<file path="src/rtl/pit_fib_responder.sv">
// Pending-interest table: merges/drops/forwards interests to the FIB and answers data-arrival queries, then captures the payload stream.
// Lookup request and query response one cycle after the sampled input; payload one cycle behind out_data; interest_ready low while a lookup is outstanding.
module pit_fib_responder #(
   parameter int ENTRIES    = 8,
   parameter int DATA_BYTES = 1024,
   parameter int IDX_W      = 3
) (
   input  logic        clk,
   input  logic        rst,
   input  logic        interest_valid,
   input  logic [63:0] interest_prefix,
   input  logic [5:0]  interest_len,
   output logic        interest_ready,
   output logic        interest_dup,
   output logic        interest_drop,
   output logic        fib_out_bit,
   output logic [63:0] pit_in_prefix,
   output logic [5:0]  pit_in_len,
   input  logic        fib_lookup_done,
   input  logic [63:0] longest_matching_prefix,
   input  logic [5:0]  longest_matching_prefix_len,
   output logic        route_valid,
   output logic [63:0] route_prefix,
   output logic [5:0]  route_len,
   input  logic        prefix_ready,
   input  logic [63:0] pit_out_prefix,
   input  logic [5:0]  pit_out_len,
   output logic        start_send_to_pit,
   output logic        rejected,
   input  logic [7:0]  out_data,
   output logic [7:0]  data_out,
   output logic        data_out_valid,
   output logic        data_last,
   output logic        stream_busy
);

   localparam int CNT_W = ($clog2(DATA_BYTES) > 10) ? $clog2(DATA_BYTES) : 10;
   localparam logic [CNT_W-1:0] CNT_LAST = CNT_W'(DATA_BYTES - 1);

   typedef struct packed {
      logic [63:0] prefix;
      logic [5:0]  len;
   } name_t;

   typedef enum logic {I_IDLE, I_WAIT} istate_t;
   typedef enum logic [1:0] {D_IDLE, D_RESP, D_STREAM} dstate_t;

   istate_t istate;
   dstate_t dstate;

   logic [ENTRIES-1:0] tbl_vld;
   name_t              tbl_dat [ENTRIES];

   name_t            ins_name;
   name_t            dat_name;
   logic             ins_hit;
   logic             dat_hit;
   logic [IDX_W-1:0] dat_idx;
   logic             free_vld;
   logic [IDX_W-1:0] free_idx;
   logic             ins_fire;
   logic             do_insert;
   logic             do_clear;
   logic             resp_hit;
   logic [IDX_W-1:0] resp_idx;
   logic [CNT_W-1:0] byte_cnt;

   assign ins_name = {interest_prefix, interest_len};
   assign dat_name = {pit_out_prefix, pit_out_len};

   // Descending scan so the lowest matching / free index is the one left standing.
   always_comb begin
      ins_hit  = 1'b0;
      dat_hit  = 1'b0;
      dat_idx  = '0;
      free_vld = 1'b0;
      free_idx = '0;
      for (int i = ENTRIES - 1; i >= 0; i--) begin
         if (tbl_vld[i] && (tbl_dat[i] == ins_name)) ins_hit = 1'b1;
         if (tbl_vld[i] && (tbl_dat[i] == dat_name)) begin
            dat_hit = 1'b1;
            dat_idx = IDX_W'(i);
         end
         if (!tbl_vld[i]) begin
            free_vld = 1'b1;
            free_idx = IDX_W'(i);
         end
      end
   end

   assign ins_fire  = interest_ready & interest_valid;
   assign do_insert = ins_fire & ~ins_hit & free_vld;
   assign do_clear  = (dstate == D_RESP) & resp_hit;

   // Insert only targets a slot that was already free, so it never collides with the clear.
   always_ff @(posedge clk or negedge rst) begin
      if (!rst) begin
         tbl_vld <= '0;
         for (int i = 0; i < ENTRIES; i++) tbl_dat[i] <= '0;
      end else begin
         if (do_clear) tbl_vld[resp_idx] <= 1'b0;
         if (do_insert) begin
            tbl_vld[free_idx] <= 1'b1;
            tbl_dat[free_idx] <= ins_name;
         end
      end
   end

   always_ff @(posedge clk or negedge rst) begin
      if (!rst) begin
         istate         <= I_IDLE;
         interest_ready <= 1'b0;
         interest_dup   <= 1'b0;
         interest_drop  <= 1'b0;
         fib_out_bit    <= 1'b0;
         pit_in_prefix  <= '0;
         pit_in_len     <= '0;
         route_valid    <= 1'b0;
         route_prefix   <= '0;
         route_len      <= '0;
      end else begin
         interest_dup  <= 1'b0;
         interest_drop <= 1'b0;
         fib_out_bit   <= 1'b0;
         route_valid   <= 1'b0;
         if (istate == I_IDLE) begin
            interest_ready <= 1'b1;
            if (ins_fire) begin
               if (ins_hit) begin
                  interest_dup <= 1'b1;
               end else if (free_vld) begin
                  fib_out_bit    <= 1'b1;
                  pit_in_prefix  <= interest_prefix;
                  pit_in_len     <= interest_len;
                  interest_ready <= 1'b0;
                  istate         <= I_WAIT;
               end else begin
                  interest_drop <= 1'b1;
               end
            end
         end else if (fib_lookup_done) begin
            route_prefix   <= longest_matching_prefix;
            route_len      <= longest_matching_prefix_len;
            route_valid    <= 1'b1;
            interest_ready <= 1'b1;
            istate         <= I_IDLE;
         end
      end
   end

   always_ff @(posedge clk or negedge rst) begin
      if (!rst) begin
         dstate            <= D_IDLE;
         resp_hit          <= 1'b0;
         resp_idx          <= '0;
         start_send_to_pit <= 1'b0;
         rejected          <= 1'b0;
         stream_busy       <= 1'b0;
         byte_cnt          <= '0;
         data_out          <= '0;
         data_out_valid    <= 1'b0;
         data_last         <= 1'b0;
      end else begin
         start_send_to_pit <= 1'b0;
         rejected          <= 1'b0;
         data_out_valid    <= 1'b0;
         data_last         <= 1'b0;
         case (dstate)
            D_IDLE: begin
               if (prefix_ready) begin
                  resp_hit          <= dat_hit;
                  resp_idx          <= dat_idx;
                  start_send_to_pit <= dat_hit;
                  rejected          <= ~dat_hit;
                  stream_busy       <= dat_hit;
                  dstate            <= D_RESP;
               end
            end
            D_RESP: begin
               byte_cnt <= '0;
               dstate   <= resp_hit ? D_STREAM : D_IDLE;
            end
            D_STREAM: begin
               data_out       <= out_data;
               data_out_valid <= 1'b1;
               data_last      <= (byte_cnt == CNT_LAST);
               if (byte_cnt == CNT_LAST) begin
                  stream_busy <= 1'b0;
                  dstate      <= D_IDLE;
               end else begin
                  byte_cnt <= byte_cnt + 1'b1;
               end
            end
            default: dstate <= D_IDLE;
         endcase
      end
   end

endmodule

</file>
<file path="config.mk">
export PLATFORM = sky130hd
export DESIGN_NAME = pit_fib_responder
export DESIGN_NICKNAME = d
export VERILOG_FILES = /design/src/rtl/pit_fib_responder.sv
export SDC_FILE = /design/constraint.sdc
export NUM_CORES = 2
export LEC_CHECK = 0
export CORE_MARGIN = 5
export CORE_UTILIZATION = 55
export DETAILED_ROUTE_END_ITERATION = 8
export PLACE_DENSITY_LB_ADDON = 0.2
export SYNTH_ARGS = -nofsm -noshare
export SYNTH_HDL_FRONTEND = slang
export SYNTH_SLANG_ARGS = --single-unit
</file>
<file path="constraint.sdc">
create_clock -name clk -period 7.3 [get_ports clk]
set_input_delay 1.825 -clock clk [delete_from_list [all_inputs] [get_ports clk]]
set_output_delay 1.825 -clock clk [all_outputs]
set_load 0.005 [all_outputs]
</file>
==> reports/metrics.cfg <==
[placed_design]
place_congestion=1.22
dp_cells=5044
numPortBuffers=380
postPlaceCellArea_um2=47800
dp_hpwl_um=177000

[cts]
root_buffer=clkbuf_16
cts_hold_buf=0
cts_max_level=3
post_cts_buffers=0
cts_tree=yes
clk_latency_ns=0.68
cts.repair.resized=0
cts_sinks=743
cts_buffers=83
path_clk_slew_ns=0.06
cts_max_path_buffers=3

[critical_path]
r2r_setup_slack_ns=2.72
worst_r2r_path_depth=8
crit-reg2reg-launch=tbl_dat[416]
endpoint=tbl_dat[540]
required_ns=7.85
setup.worst_path.start=interest_prefix[63]
crit_path_start_kind=input pin
reg2reg_to=tbl_dat[540]
crit_type=input pin to flip-flop
cp.arrival_ns=7.05
worstSetupEndpointType=flip-flop
critPathMaxFanout=17

[logic_synthesis]
synth.net_count=3931
synth_area_um2=41800
syn_area_per_cell_um2=11.3
yosysSeqAreaShare_pct=44.5
yosys_warnings=0
synth_edf_count=0
ys_types=65
postSynthCellCount=3707
synth_top_flop_cell=dfrtp_1
async_flop_share_pct=100
synth-seq-cells=743

[route]
detail-route-antenna-nets=0
wire_per_inst_um=46.8
num_vias=38500
drc_errors=2
vias_per_cell=7.38
drt_iter0_drc=6964
drt_first_pass_iters=9
routed_wl_um=244000

[floorplan]
start_util_pct=55.2
die_y_um=286
fp-row-count=101
die_area_um2=81600
die_w_um=286
fp.coreArea_um2=75700
io-pin-count=381

[pwr]
p_leak_nw=21.8
powerDensity_nw_per_um2=397
ir_drop_uv=383

[status]
outcome=finished with violations
violations=design-rule violations, max-capacitance violations, max-slew violations

[sta]
hold_violations=0
fmax_ghz=0.154
period_share_pct=89.0
finClkSkew_ns=0.0363
fin_crit_ns=6.50
setup_violations=0
worst_pin_slew_ns=1.65
slew_violations=29
fin_tns_setup_ns=0
rsz0062_at_grt=false
max_slew_margin_pct=-10.7

[global_route]
grt_pass1_wl_um=320000
grt_max_degree=153
grt_antenna_before_repair=33
grt_use_total_pct=58.0
overflow=0
grt_pass1_vias=36500

[job]
drv_cap=3

[layout]
mostFrequentLayoutCell=dfrtp_1
fin_area_um2=50700
drive_above_1_share_pct=21.8
final_cells=5221
final_cell_mix=dfrtp_1 (743), xnor2_1 (506), mux2_2 (444)
fillerInstances=5769
nets=4375
areaGrowthSynthToFinish_pct=21.4

[worst_hold_path]
hp-class=flip-flop to flip-flop

synthesized netlist by cell type (4+ instances only):
| library cell | n | share of area (%) |
|---|---|---|
| a2111oi_0 | 17 | 0.36 |
| a21o_1 | 5 | 0.090 |
| a21oi_1 | 8 | 0.096 |
| a221o_1 | 11 | 0.26 |
| a221oi_1 | 14 | 0.29 |
| a222oi_1 | 4 | 0.096 |
| a22o_1 | 17 | 0.36 |
| a22oi_1 | 4 | 0.072 |
| and3_1 | 6 | 0.090 |
| buf_2 | 145 | 1.7 |
| buf_4 | 10 | 0.18 |
| buf_6 | 13 | 0.35 |
| clkbuf_1 | 110 | 0.99 |
| dfrtp_1 | 743 | 44 |
| inv_1 | 256 | 2.3 |
| inv_2 | 4 | 0.036 |
| mux2_1 | 63 | 1.7 |
| mux2_2 | 444 | 12 |
| mux2_4 | 53 | 1.9 |
| mux2i_1 | 140 | 3.4 |
| nand2_1 | 65 | 0.58 |
| nand2b_1 | 85 | 1.3 |
| nand3_1 | 26 | 0.31 |
| nand4_1 | 152 | 2.3 |
| nor2_1 | 29 | 0.26 |
| nor2b_1 | 40 | 0.60 |
| nor3_1 | 11 | 0.13 |
| nor4_1 | 146 | 2.2 |
| o2111ai_1 | 26 | 0.54 |
| o21ai_0 | 20 | 0.24 |
| o221ai_1 | 19 | 0.40 |
| o22ai_1 | 154 | 2.3 |
| o2bb2ai_1 | 8 | 0.17 |
| or4_1 | 11 | 0.20 |
| xnor2_1 | 507 | 11 |
| xor2_1 | 295 | 6.2 |
critical path, cell delays in order:
cell and delay [ns]:
clkdlybuf4s50_1 1.26, xnor2_1 0.95, nand4_1 0.24, nor4_1 0.34, nand4_1 0.59, o221ai_4 0.73, or3_4 0.46, buf_12 0.22
mux2_2 0.37
routing by layer:
metal	vias up	GRT usage, %	wire length (um)
met4	26	50.7	29700
li1	13800	-	-
met3	1540	32.7	41300
met5	-	2.92	390
met1	18900	67.5	80600
met2	4192	75.3	92100
report_power, final:
group          leakage [nW]  internal (mW)  switching [mW]
registers              8.94           5.74            2.21
logic                  11.5           3.79            3.93
clock network          1.39           2.54            1.95
cell families (layout without fill, tap and decap cells):
kind of cell	count (synthesis)	after routing	share of synthesized area, %
simple gates	591	591	8.36
other cells	0	23	0
compound gates	329	329	5.77
buf+inv	541	1054	5.62
mux	700	700	18.9
xor+xnor	802	802	16.8
flops	743	743	44.5
fa+ha+maj	1	1	0.0299
sequential cells by signal, summed over array words and instances, names as in the netlist, 2 cells and up:
register / count
dstate: 2
tbl_dat: 560
byte_cnt: 10
route_prefix: 64
resp_idx: 3
route_len: 6
data_out: 8
tbl_vld: 8
pit_in_len: 6
pit_in_prefix: 64
per-stage QoR:
stage	utilization, %	setup slack, ns	hold slack (ns)	power, mW
after floorplan	-	2.90	0.465	11.3
after global placement	63.2	0.823	0.458	14.9
after detailed placement	63.2	0.806	0.461	15.0
after global routing	66.9	1.05	0.502	20.5
final	67.0	0.802	0.476	20.2
after CTS	66.9	1.45	0.475	19.5
final cells by class:
class                   instances  area, um2  share of cell area [%]
multi-input cells            2423      20900                    41.2
flip-flops and latches        743      18600                    36.7
repair buffers                638       6130                    12.1
clock buffers                 117       2370                    4.66
well taps                     978       1220                    2.41
inverters                     262        983                    1.94
clock inverters                37        460                   0.908
diodes                         23       57.6                   0.113
worst min path at each step:
stage / startpoint / to / slack (ns) / depth (start not counted)
after floorplan: byte_cnt[5] / byte_cnt[5] / 0.46 / 1
after global placement: data_out[7] / data_out[7] / 0.46 / 2
after detailed placement: data_out[7] / data_out[7] / 0.46 / 2
after CTS: data_out[7] / data_out[7] / 0.48 / 2
after global routing: data_out[3] / data_out[3] / 0.50 / 2
final: data_out[7] / data_out[7] / 0.48 / 2
Power figures use the tool's default switching activity.
